`src/rtl/pixel_fifo_writer.sv`:
```
`default_nettype none
// ============================================================================
// Module   : pixel_fifo_writer
// Purpose  : Frames a valid/ready pixel stream into the image-writer FIFO,
//            checking geometry. Optional macro: PIXEL_FIFO_WRITER_FRAME_TAG_EN
// Revision : 1.0 - initial release
// ============================================================================
module pixel_fifo_writer #(
  parameter int DWIDTH = 24,
  parameter int CNT_W  = 22
) (
  input  logic              clock,
  input  logic              reset_n,
  input  logic [10:0]       width,
  input  logic [10:0]       height,
  input  logic [10:0]       num_frame,
  input  logic              in_valid,
  output logic              in_ready,
  input  logic [DWIDTH-1:0] in_data,
  input  logic              in_sof,
  input  logic              in_eof,
  output logic              fifo_wrreq,
  output logic [DWIDTH-1:0] fifo_data,
  input  logic              fifo_full,
  input  logic              fifo_afull,
  output logic [15:0]       frame_cnt,
  output logic              busy,
  output logic              done,
  output logic              err_short,
  output logic              err_long,
  output logic              err_ovf
);

  typedef enum logic [2:0] {
    IDLE     = 3'd0,
    ACTIVE   = 3'd1,
    DISCARD  = 3'd2,
    DONE     = 3'd3
`ifdef PIXEL_FIFO_WRITER_FRAME_TAG_EN
    , TAG_WAIT = 3'd4
`endif
  } state_t;

  state_t            state, state_nxt;
  logic [CNT_W-1:0]  pix_cnt, pix_cnt_nxt;
  logic [CNT_W-1:0]  total, total_nxt;
  logic [CNT_W-1:0]  geom_total;
  logic [CNT_W-1:0]  cnt_new;
  logic [CNT_W-1:0]  len;
  logic [15:0]       frame_cnt_nxt;
  logic [DWIDTH-1:0] data_nxt;
  logic              wr_nxt;
  logic              short_set;
  logic              long_set;
  logic              accept;
  logic              take;
`ifdef PIXEL_FIFO_WRITER_FRAME_TAG_EN
  logic [DWIDTH-1:0] tag_word;
`endif

  assign geom_total = CNT_W'(width) * CNT_W'(height);
  assign busy       = (state == ACTIVE) || (state == DISCARD);
  assign done       = (state == DONE);

  always_comb begin
    in_ready = 1'b1;
    case (state)
      ACTIVE:  in_ready = !fifo_afull;
`ifdef PIXEL_FIFO_WRITER_FRAME_TAG_EN
      // The sof pixel is held off until its tag word has been written.
      IDLE:    in_ready = !(in_valid && in_sof);
`endif
      default: in_ready = 1'b1;
    endcase
  end

  always_comb begin
    state_nxt     = state;
    pix_cnt_nxt   = pix_cnt;
    total_nxt     = total;
    frame_cnt_nxt = frame_cnt;
    wr_nxt        = 1'b0;
    data_nxt      = fifo_data;
    short_set     = 1'b0;
    long_set      = 1'b0;
    take          = 1'b0;
    accept        = in_valid && in_ready;
    cnt_new       = in_sof ? CNT_W'(1) : pix_cnt + CNT_W'(1);
    len           = (state == ACTIVE) ? total : geom_total;
`ifdef PIXEL_FIFO_WRITER_FRAME_TAG_EN
    tag_word                = '0;
    tag_word[DWIDTH-1 -: 8] = 8'hA5;
    tag_word[15:0]          = frame_cnt;
`endif

    case (state)
      IDLE: begin
`ifdef PIXEL_FIFO_WRITER_FRAME_TAG_EN
        if (in_valid && in_sof && !fifo_afull) begin
          wr_nxt    = 1'b1;
          data_nxt  = tag_word;
          state_nxt = TAG_WAIT;
        end
`else
        take = accept && in_sof;
`endif
      end
`ifdef PIXEL_FIFO_WRITER_FRAME_TAG_EN
      TAG_WAIT: take = accept && in_sof;
`endif
      ACTIVE:  take = accept;
      DISCARD: if (accept && in_eof) state_nxt = IDLE;
      default: ;
    endcase

    // Every pixel that belongs to a frame is written, including the one
    // that overruns the geometry; the count decides where the frame goes next.
    if (take) begin
      wr_nxt      = 1'b1;
      data_nxt    = in_data;
      pix_cnt_nxt = cnt_new;
      total_nxt   = len;
      state_nxt   = ACTIVE;
      if (in_sof && (state == ACTIVE))
        short_set = 1'b1;
      if (len == '0) begin
        long_set  = 1'b1;
        state_nxt = DISCARD;
      end else if (in_eof) begin
        if (cnt_new < len) begin
          short_set = 1'b1;
          state_nxt = IDLE;
        end else begin
          frame_cnt_nxt = frame_cnt + 16'd1;
          state_nxt     = ((num_frame != 11'd0) &&
                           (frame_cnt_nxt == {5'd0, num_frame})) ? DONE : IDLE;
        end
      end else if (cnt_new == len) begin
        long_set  = 1'b1;
        state_nxt = DISCARD;
      end
    end
  end

  always_ff @(posedge clock or negedge reset_n) begin
    if (!reset_n) begin
      state      <= IDLE;
      pix_cnt    <= '0;
      total      <= '0;
      frame_cnt  <= '0;
      fifo_wrreq <= 1'b0;
      fifo_data  <= '0;
      err_short  <= 1'b0;
      err_long   <= 1'b0;
      err_ovf    <= 1'b0;
    end else begin
      state      <= state_nxt;
      pix_cnt    <= pix_cnt_nxt;
      total      <= total_nxt;
      frame_cnt  <= frame_cnt_nxt;
      fifo_wrreq <= wr_nxt;
      fifo_data  <= data_nxt;
      err_short  <= err_short | short_set;
      err_long   <= err_long | long_set;
      err_ovf    <= err_ovf | (fifo_wrreq & fifo_full);
    end
  end

endmodule
`default_nettype wire

```
`config.mk`:
```
export PLATFORM = sky130hd
export DESIGN_NAME = pixel_fifo_writer
export DESIGN_NICKNAME = d
export VERILOG_FILES = /design/src/rtl/pixel_fifo_writer.sv
export SDC_FILE = /design/constraint.sdc
export NUM_CORES = 1
export LEC_CHECK = 0
export ABC_AREA = 1
export CAP_MARGIN = 5
export CORE_ASPECT_RATIO = 1.75
export CORE_MARGIN = 1.5
export CORE_UTILIZATION = 45
export CTS_BUF_LIST = sky130_fd_sc_hd__clkbuf_4 sky130_fd_sc_hd__clkbuf_8
export DETAILED_ROUTE_END_ITERATION = 16
export PLACE_DENSITY = 0.69
export SLEW_MARGIN = 20
export SYNTH_ARGS = -nofsm -noshare
export SYNTH_HDL_FRONTEND = slang
export SYNTH_SLANG_ARGS = --single-unit
```
`constraint.sdc`:
```
create_clock -name clock -period 3.2 [get_ports clock]
set_clock_uncertainty 0.15 [all_clocks]
set_input_delay 0.64 -clock clock [delete_from_list [all_inputs] [get_ports clock]]
set_output_delay 0.64 -clock clock [all_outputs]
set_load 0.01 [all_outputs]
```
==> metrics.txt, run 1 <==
status=complete, but fails checks; failing checks=negative setup slack; RSZ-0062 raised after global routing=true; Worst R2R Setup Slack=-410 ps; vias in the first global route=10,800; proportion of synthesized area in mux cells=0; Top FF cell, synth=dfrtp_1; Slowest-stage cell, CP=fa_1; Placed Area=0.0129 mm²; global placement routability congestion=0.888; max cap viols=0; Routed WL=30,700 µm; CP max stage delay=550 ps; Critical Path Fanout Max=8; syn_nets=1,687; Fmax achieved=0.166 GHz; CTS sink cnt=90; commonest non-fill, non-tap cell in the layout=nand2_1; Synth cell types=47; CTS clock-pin slew for the worst setup and hold paths=90 ps; Final Hold Viols=0; main combinational cell family by area after synthesis=simple AND/OR/NAND/NOR gates; fin crit period=6040 ps; number of vias per cell=5.06; Detail Route met3 WL=915 µm; Simple-Gate Fraction of Synth Area=0.305; H-tree Lvls=3; switch share=0.481; Die Width=116 µm; Initial Util=0.458; Post-Layout Inst Area=0.0152 mm²; GRT Util Overall=0.258; Setup crit start=width[7]; post-synthesis adder-cell area fraction=0.266; total die area=0.0234 mm²; Int Power=8.01 mW; Final Worst Setup Slack=-2840 ps; Worst R2R End=frame_cnt[11]; Core Area=0.0221 mm²; Post-Synth XOR/XNOR Area=0.00520; pwr/cell area=1020 mW/mm²; number of remaining DRC errors=0; clk root buf=clkbuf_8; area leader, netlist=dfrtp_1; Num CTS Buffers=9; worst-case reg-to-reg path depth=19; initial drt markers=376; worst skew pair latency=380 ps; Met2 Routed Length=17,200 µm; Port Buf Inserts=110; VDD IR max=0.738 mV; crit start category=primary input; Async S/R FF share, synth=1.00; TritonCTS clock tree=yes; sequential share of power=0.106; Leakage=7.91 nW; Mapped Area=0.0101 mm²; synth top area cells=dfrtp_1 22%, nand2_1 19%, fa_1 16%; largest net degree at the start of global routing=68; hold buffers post-CTS=0; post-synthesis sequential element count=90; R2R Path Start=pix_cnt[0]; most frequent cells in the layout=382 x nand2_1, 239 x inv_1, 159 x buf_4; P&R area growth vs syn=49.9%; wl on met1=10,100 µm; Synth Area in Compound Gates=0.0664; initial antenna violation count=0; Clock power frac=0.063; syn avg cell area=6.95 µm²; Comb pwr share=0.831; Mapped Cells=1,456; Antenna Violating Nets Remaining=0; hpwl dp=21,700 µm; global-route wire length before repair=47,900 µm; Slew Viols, Final=0; placed cells=1,965; actual slew at the worst max-slew pin=511 ps; Finished Core Util=0.687; diode count=0; share of the synthesized area in the top cell type=0.223; Slew HR=0.659; sequential-to-total area share from yosys stat=0.223; clk buf depth=2; Min-Delay Path Class=primary input to async pin; DR top layer=met4; Die Height=201 µm; EDFF count, synth=0; WS Path Type=primary input to flop; Worst EP required=3320 ps; I/O pin cnt=111; CP Capture Type=flop; wire length per cell=15.0 µm; total power=15.4 mW; worst setup path end=frame_cnt[9]; via count=10,400; drt pass-1 iters=4; dpl ws=-3950 ps; switching pwr=7.42 mW; synth warn=0; nets=1,980; Final setup viols=38; layout cells sized above 1=0.345; Most Frequent Cell on Critical Path=buf_6; GR Overflow Total=0; Rows=72; period utilisation layout=1.89; Worst EP arrival=6150 ps; Final Non-Filler Cells=2,050
[cell families after synthesis]
kind of cell             Yosys count
AND/OR/NAND/NOR                  722
adder cells (fa/ha/maj)          167
buffers and inverters            351
AO/OA/AOI/OAI                    120
flip-flops                        90
XOR/XNOR                           6
[timing repair]
action,4_1_cts,5_1_grt
gates resized for setup,250,230
pin swaps,103,104
hold endpoints to repair,0,0
endpoints found under the setup margin,39,39
buffers inserted,58,18
cloned,5,2
[power groups by stage]
stage                     combinational (mW)  clock (mW)  sequential [mW]
after floorplan                         5.47           0             1.71
after global placement                  8.83           0             1.64
after detailed placement                8.95           0             1.65
after CTS                               10.7       0.999             1.64
after global routing                    13.9        1.04             1.69
final                                   12.8       0.977             1.64
[registers in the layout (all words and copies together), names as in the netlist]
name / count
fifo_wrreq: 1
state: 2
total: 22
pix_cnt: 22
err_short: 1
err_long: 1
frame_cnt: 16
err_ovf: 1
fifo_data: 24
[layout make-up]
class	instances	area, µm²
Clock buffer	10	138
Clock inverter	6	114
Fill cell	1705	6910
Inverter	304	1150
Multi-Input combinational cell	1018	7990
Sequential cell	90	2250
Tap cell	296	370
Timing Repair Buffer	326	3150
[worst min-delay path by stage]
| stage | to | slack, ps | cells after the start |
|---|---|---|---|
| after global routing | pix_cnt[15] | 30 | 1 |
| after floorplan | err_long | 190 | 0 |
| after global placement | err_ovf | 300 | 1 |
| after CTS | pix_cnt[15] | 9 | 1 |
| final | frame_cnt[6] | 5 | 1 |
| after detailed placement | err_ovf | 300 | 1 |
[synthesized netlist by cell type (2+ instances only)]
master    count
o21a_1        3
nand4_1      17
o21bai_1      3
o21ai_0      53
a21o_1        2
a21oi_1      33
o21ai_2       5
buf_2         2
o221a_2       2
nand3b_1      8
nand3_1      69
fa_1         80
nor3_1       17
nand3_2       6
dfrtp_1      90
xor2_1        2
or2_1         2
nand2_1     500
nand2_2      17
nor2_4        2
nor3_2        2
inv_1       293
inv_2        10
ha_1         87
nor2_2        4
o21ai_1      13
o31ai_1       2
clkbuf_1     40
nor2_1       63
buf_6         2
or2_2         8
xnor2_1       4
[stage by stage]
stage                     setup TNS [ps]  hold slack [ps]
final                             -79830             4.94
after floorplan                   -75790              194
after detailed placement         -118850              297
after global routing              -86080             28.7
after CTS                         -81720             9.13
after global placement           -116000              298
[per-layer routing]
metal,vias to the layer above,global-route usage
li1,5011,-
met1,4953,0.239
met2,262,0.504
met3,143,0.0244
met4,0,0.178
met5,-,0
[critical path, delay by kind of cell]
kind | cells | cell delay [ps]
buf+inv | 18 | 1740
simple gates | 13 | 1100
fa+ha+maj | 6 | 2440
compound gates | 2 | 210
Power figures use the tool's default switching activity.
==> run 2: changes to the inputs <==
DONT_BUFFER_PORTS = 1   (was default)
PLACE_DENSITY = default   (was 0.69)
==> run 2 against run 1 <==
Effect of this change:
- the flow finishes with violations (negative hold slack, negative setup slack)
- sequential share of layout area is 2.7 points higher
- routed wire length is 13% lower
- fmax is 5.3% higher
- register-to-register slack better by 70 ps
- critical endpoint is now frame_cnt[2]
- highest routed layer unchanged
==> metrics.txt, run 2 (synthesized netlist as in run 1, its figures left out) <==
status=complete, but fails checks; failing checks=negative hold slack, negative setup slack; total power=13.7 mW; actual slew at the worst max-slew pin=664 ps; Worst EP arrival=5860 ps; Leakage=6.86 nW; global placement routability congestion=0.883; Clock power frac=0.063; sequential share of power=0.127; wire length per cell=14.4 µm; Slowest-stage cell, CP=fa_1; Core Area=0.0221 mm²; crit start category=primary input; Antenna Violating Nets Remaining=0; hpwl dp=20,700 µm; initial drt markers=320; clk root buf=clkbuf_8; Critical Path Fanout Max=11; TritonCTS clock tree=yes; I/O pin cnt=111; H-tree Lvls=3; Slew HR=0.558; number of vias per cell=4.97; Min-Delay Path Class=primary input to async pin; Final Worst Setup Slack=-2530 ps; clk buf depth=2; Die Height=201 µm; CTS clock-pin slew for the worst setup and hold paths=100 ps; Final setup viols=37; worst skew pair latency=400 ps; P&R area growth vs syn=26.5%; Initial Util=0.458; via count=9,258; Num CTS Buffers=9; Top Registers=fifo_data (24), pix_cnt (22), total (22); RSZ-0062 raised after global routing=true; Slew Viols, Final=0; worst hold slack=-34.1 ps; Finished Core Util=0.580; VDD IR max=0.770 mV; CP Capture Type=flop; Post-Layout Inst Area=0.0128 mm²; total die area=0.0234 mm²; Worst EP required=3330 ps; Fmax achieved=0.174 GHz; GRT Util Overall=0.243; largest net degree at the start of global routing=91; Rows=72; Routed WL=26,900 µm; drt pass-1 iters=7; CP max stage delay=560 ps; max reg flops=24; number of remaining DRC errors=0; max cap viols=0; initial antenna violation count=1; Int Power=6.98 mW; layout cells sized above 1=0.273; most frequent cells in the layout=417 x nand2_1, 259 x inv_1, 106 x buf_4; Final Hold Viols=7; Worst R2R Setup Slack=-340 ps; commonest non-fill, non-tap cell in the layout=nand2_1; period utilisation layout=1.79; Comb pwr share=0.810; WS Path Type=primary input to flop; global-route wire length before repair=45,100 µm; Placed Area=0.0114 mm²; CTS sink cnt=90; Die Width=116 µm; nets=1,792; pwr/cell area=1070 mW/mm²; vias in the first global route=9,899; GR Overflow Total=0; fin crit period=5730 ps; switching pwr=6.71 mW; Port Buf Inserts=0; switch share=0.490; most flop-heavy register=fifo_data
[run 2: cell count changes in the layout (fill, tap and decap cells not counted), sizes merged]
cell	change
inv	+6
clkdlybuf4s50	-87
clkinv	-1
clkinvlp	-2
clkbuf	-6
dlymetal6s2s	-2
bufinv	-2
bufbuf	-1
diode	+1
buf	-93
[run 2: worst paths after layout]
path / end / depth (start not counted) / start
setup / recovery: frame_cnt[2] / 32 / height[2]
hold / removal: total[5] / 1 / reset_n
setup reg to reg: frame_cnt[2] / 18 / pix_cnt[0]
hold reg to reg: total[19] / 2 / total[19]
max in group asynchronous: pix_cnt[18] / 1 / reset_n
min in group clock: fifo_data[20] / 2 / in_data[20]
[run 2: area by class of cell]
type | count | area (µm²)
flip-flops and latches | 90 | 2250
multi-input cells | 1018 | 7630
well taps | 296 | 370
inverters | 304 | 1150
clock inverters | 7 | 87.6
clock buffers | 9 | 124
fillers | 2077 | 9280
diodes | 1 | 2.50
repair buffers | 138 | 1180
[run 2: through the flow]
step           TNS, ps  setup WS, ps  std cells
3_3_place_gp    -86990         -3110       1809
2_1_floorplan   -75790         -2780       1456
3_5_place_dp    -88760         -3190       1809
5_1_grt         -76390         -2750       1863
6_report        -69620         -2530       1863
4_1_cts         -69610         -2500       1864
[run 2: metal layers]
metal,share of wire,vias to the layer above,global-route usage
li1,-,4629,-
met1,0.36,4372,0.243
met2,0.57,181,0.472
met3,0.029,76,0.0319
met4,0.040,0,0.123
met5,0,-,0
[run 2: worst max-delay path: cells and delay by family]
kind | cells | cell delay (ps)
buf+inv | 6 | 340
fa+ha+maj | 7 | 3100
simple gates | 17 | 1610
compound gates | 2 | 150
[run 2: power by group through the flow]
stage	Clock [mW]	Combinational [mW]	Sequential [mW]
after global placement	0	8.15	1.76
final	0.867	11.1	1.74
after floorplan	0	5.47	1.71
after global routing	0.930	12.3	1.78
after detailed placement	0	8.28	1.75
after CTS	0.889	9.74	1.74
[run 2: repair_timing]
item	CTS	global route
hold buffers	1	0
setup buffers	36	6
cloned	3	0
pin swaps	76	76
resized for setup	107	129
endpoints found under the setup margin	37	38
endpoints found under the hold margin	90	0
==> run 3: changes to the inputs <==
CTS_BUF_LIST = sky130_fd_sc_hd__clkbuf_8   (was sky130_fd_sc_hd__clkbuf_4 sky130_fd_sc_hd__clkbuf_8)
==> results of run 3 <==
The final DEF is identical to that of run 2; final timing and power are the same.
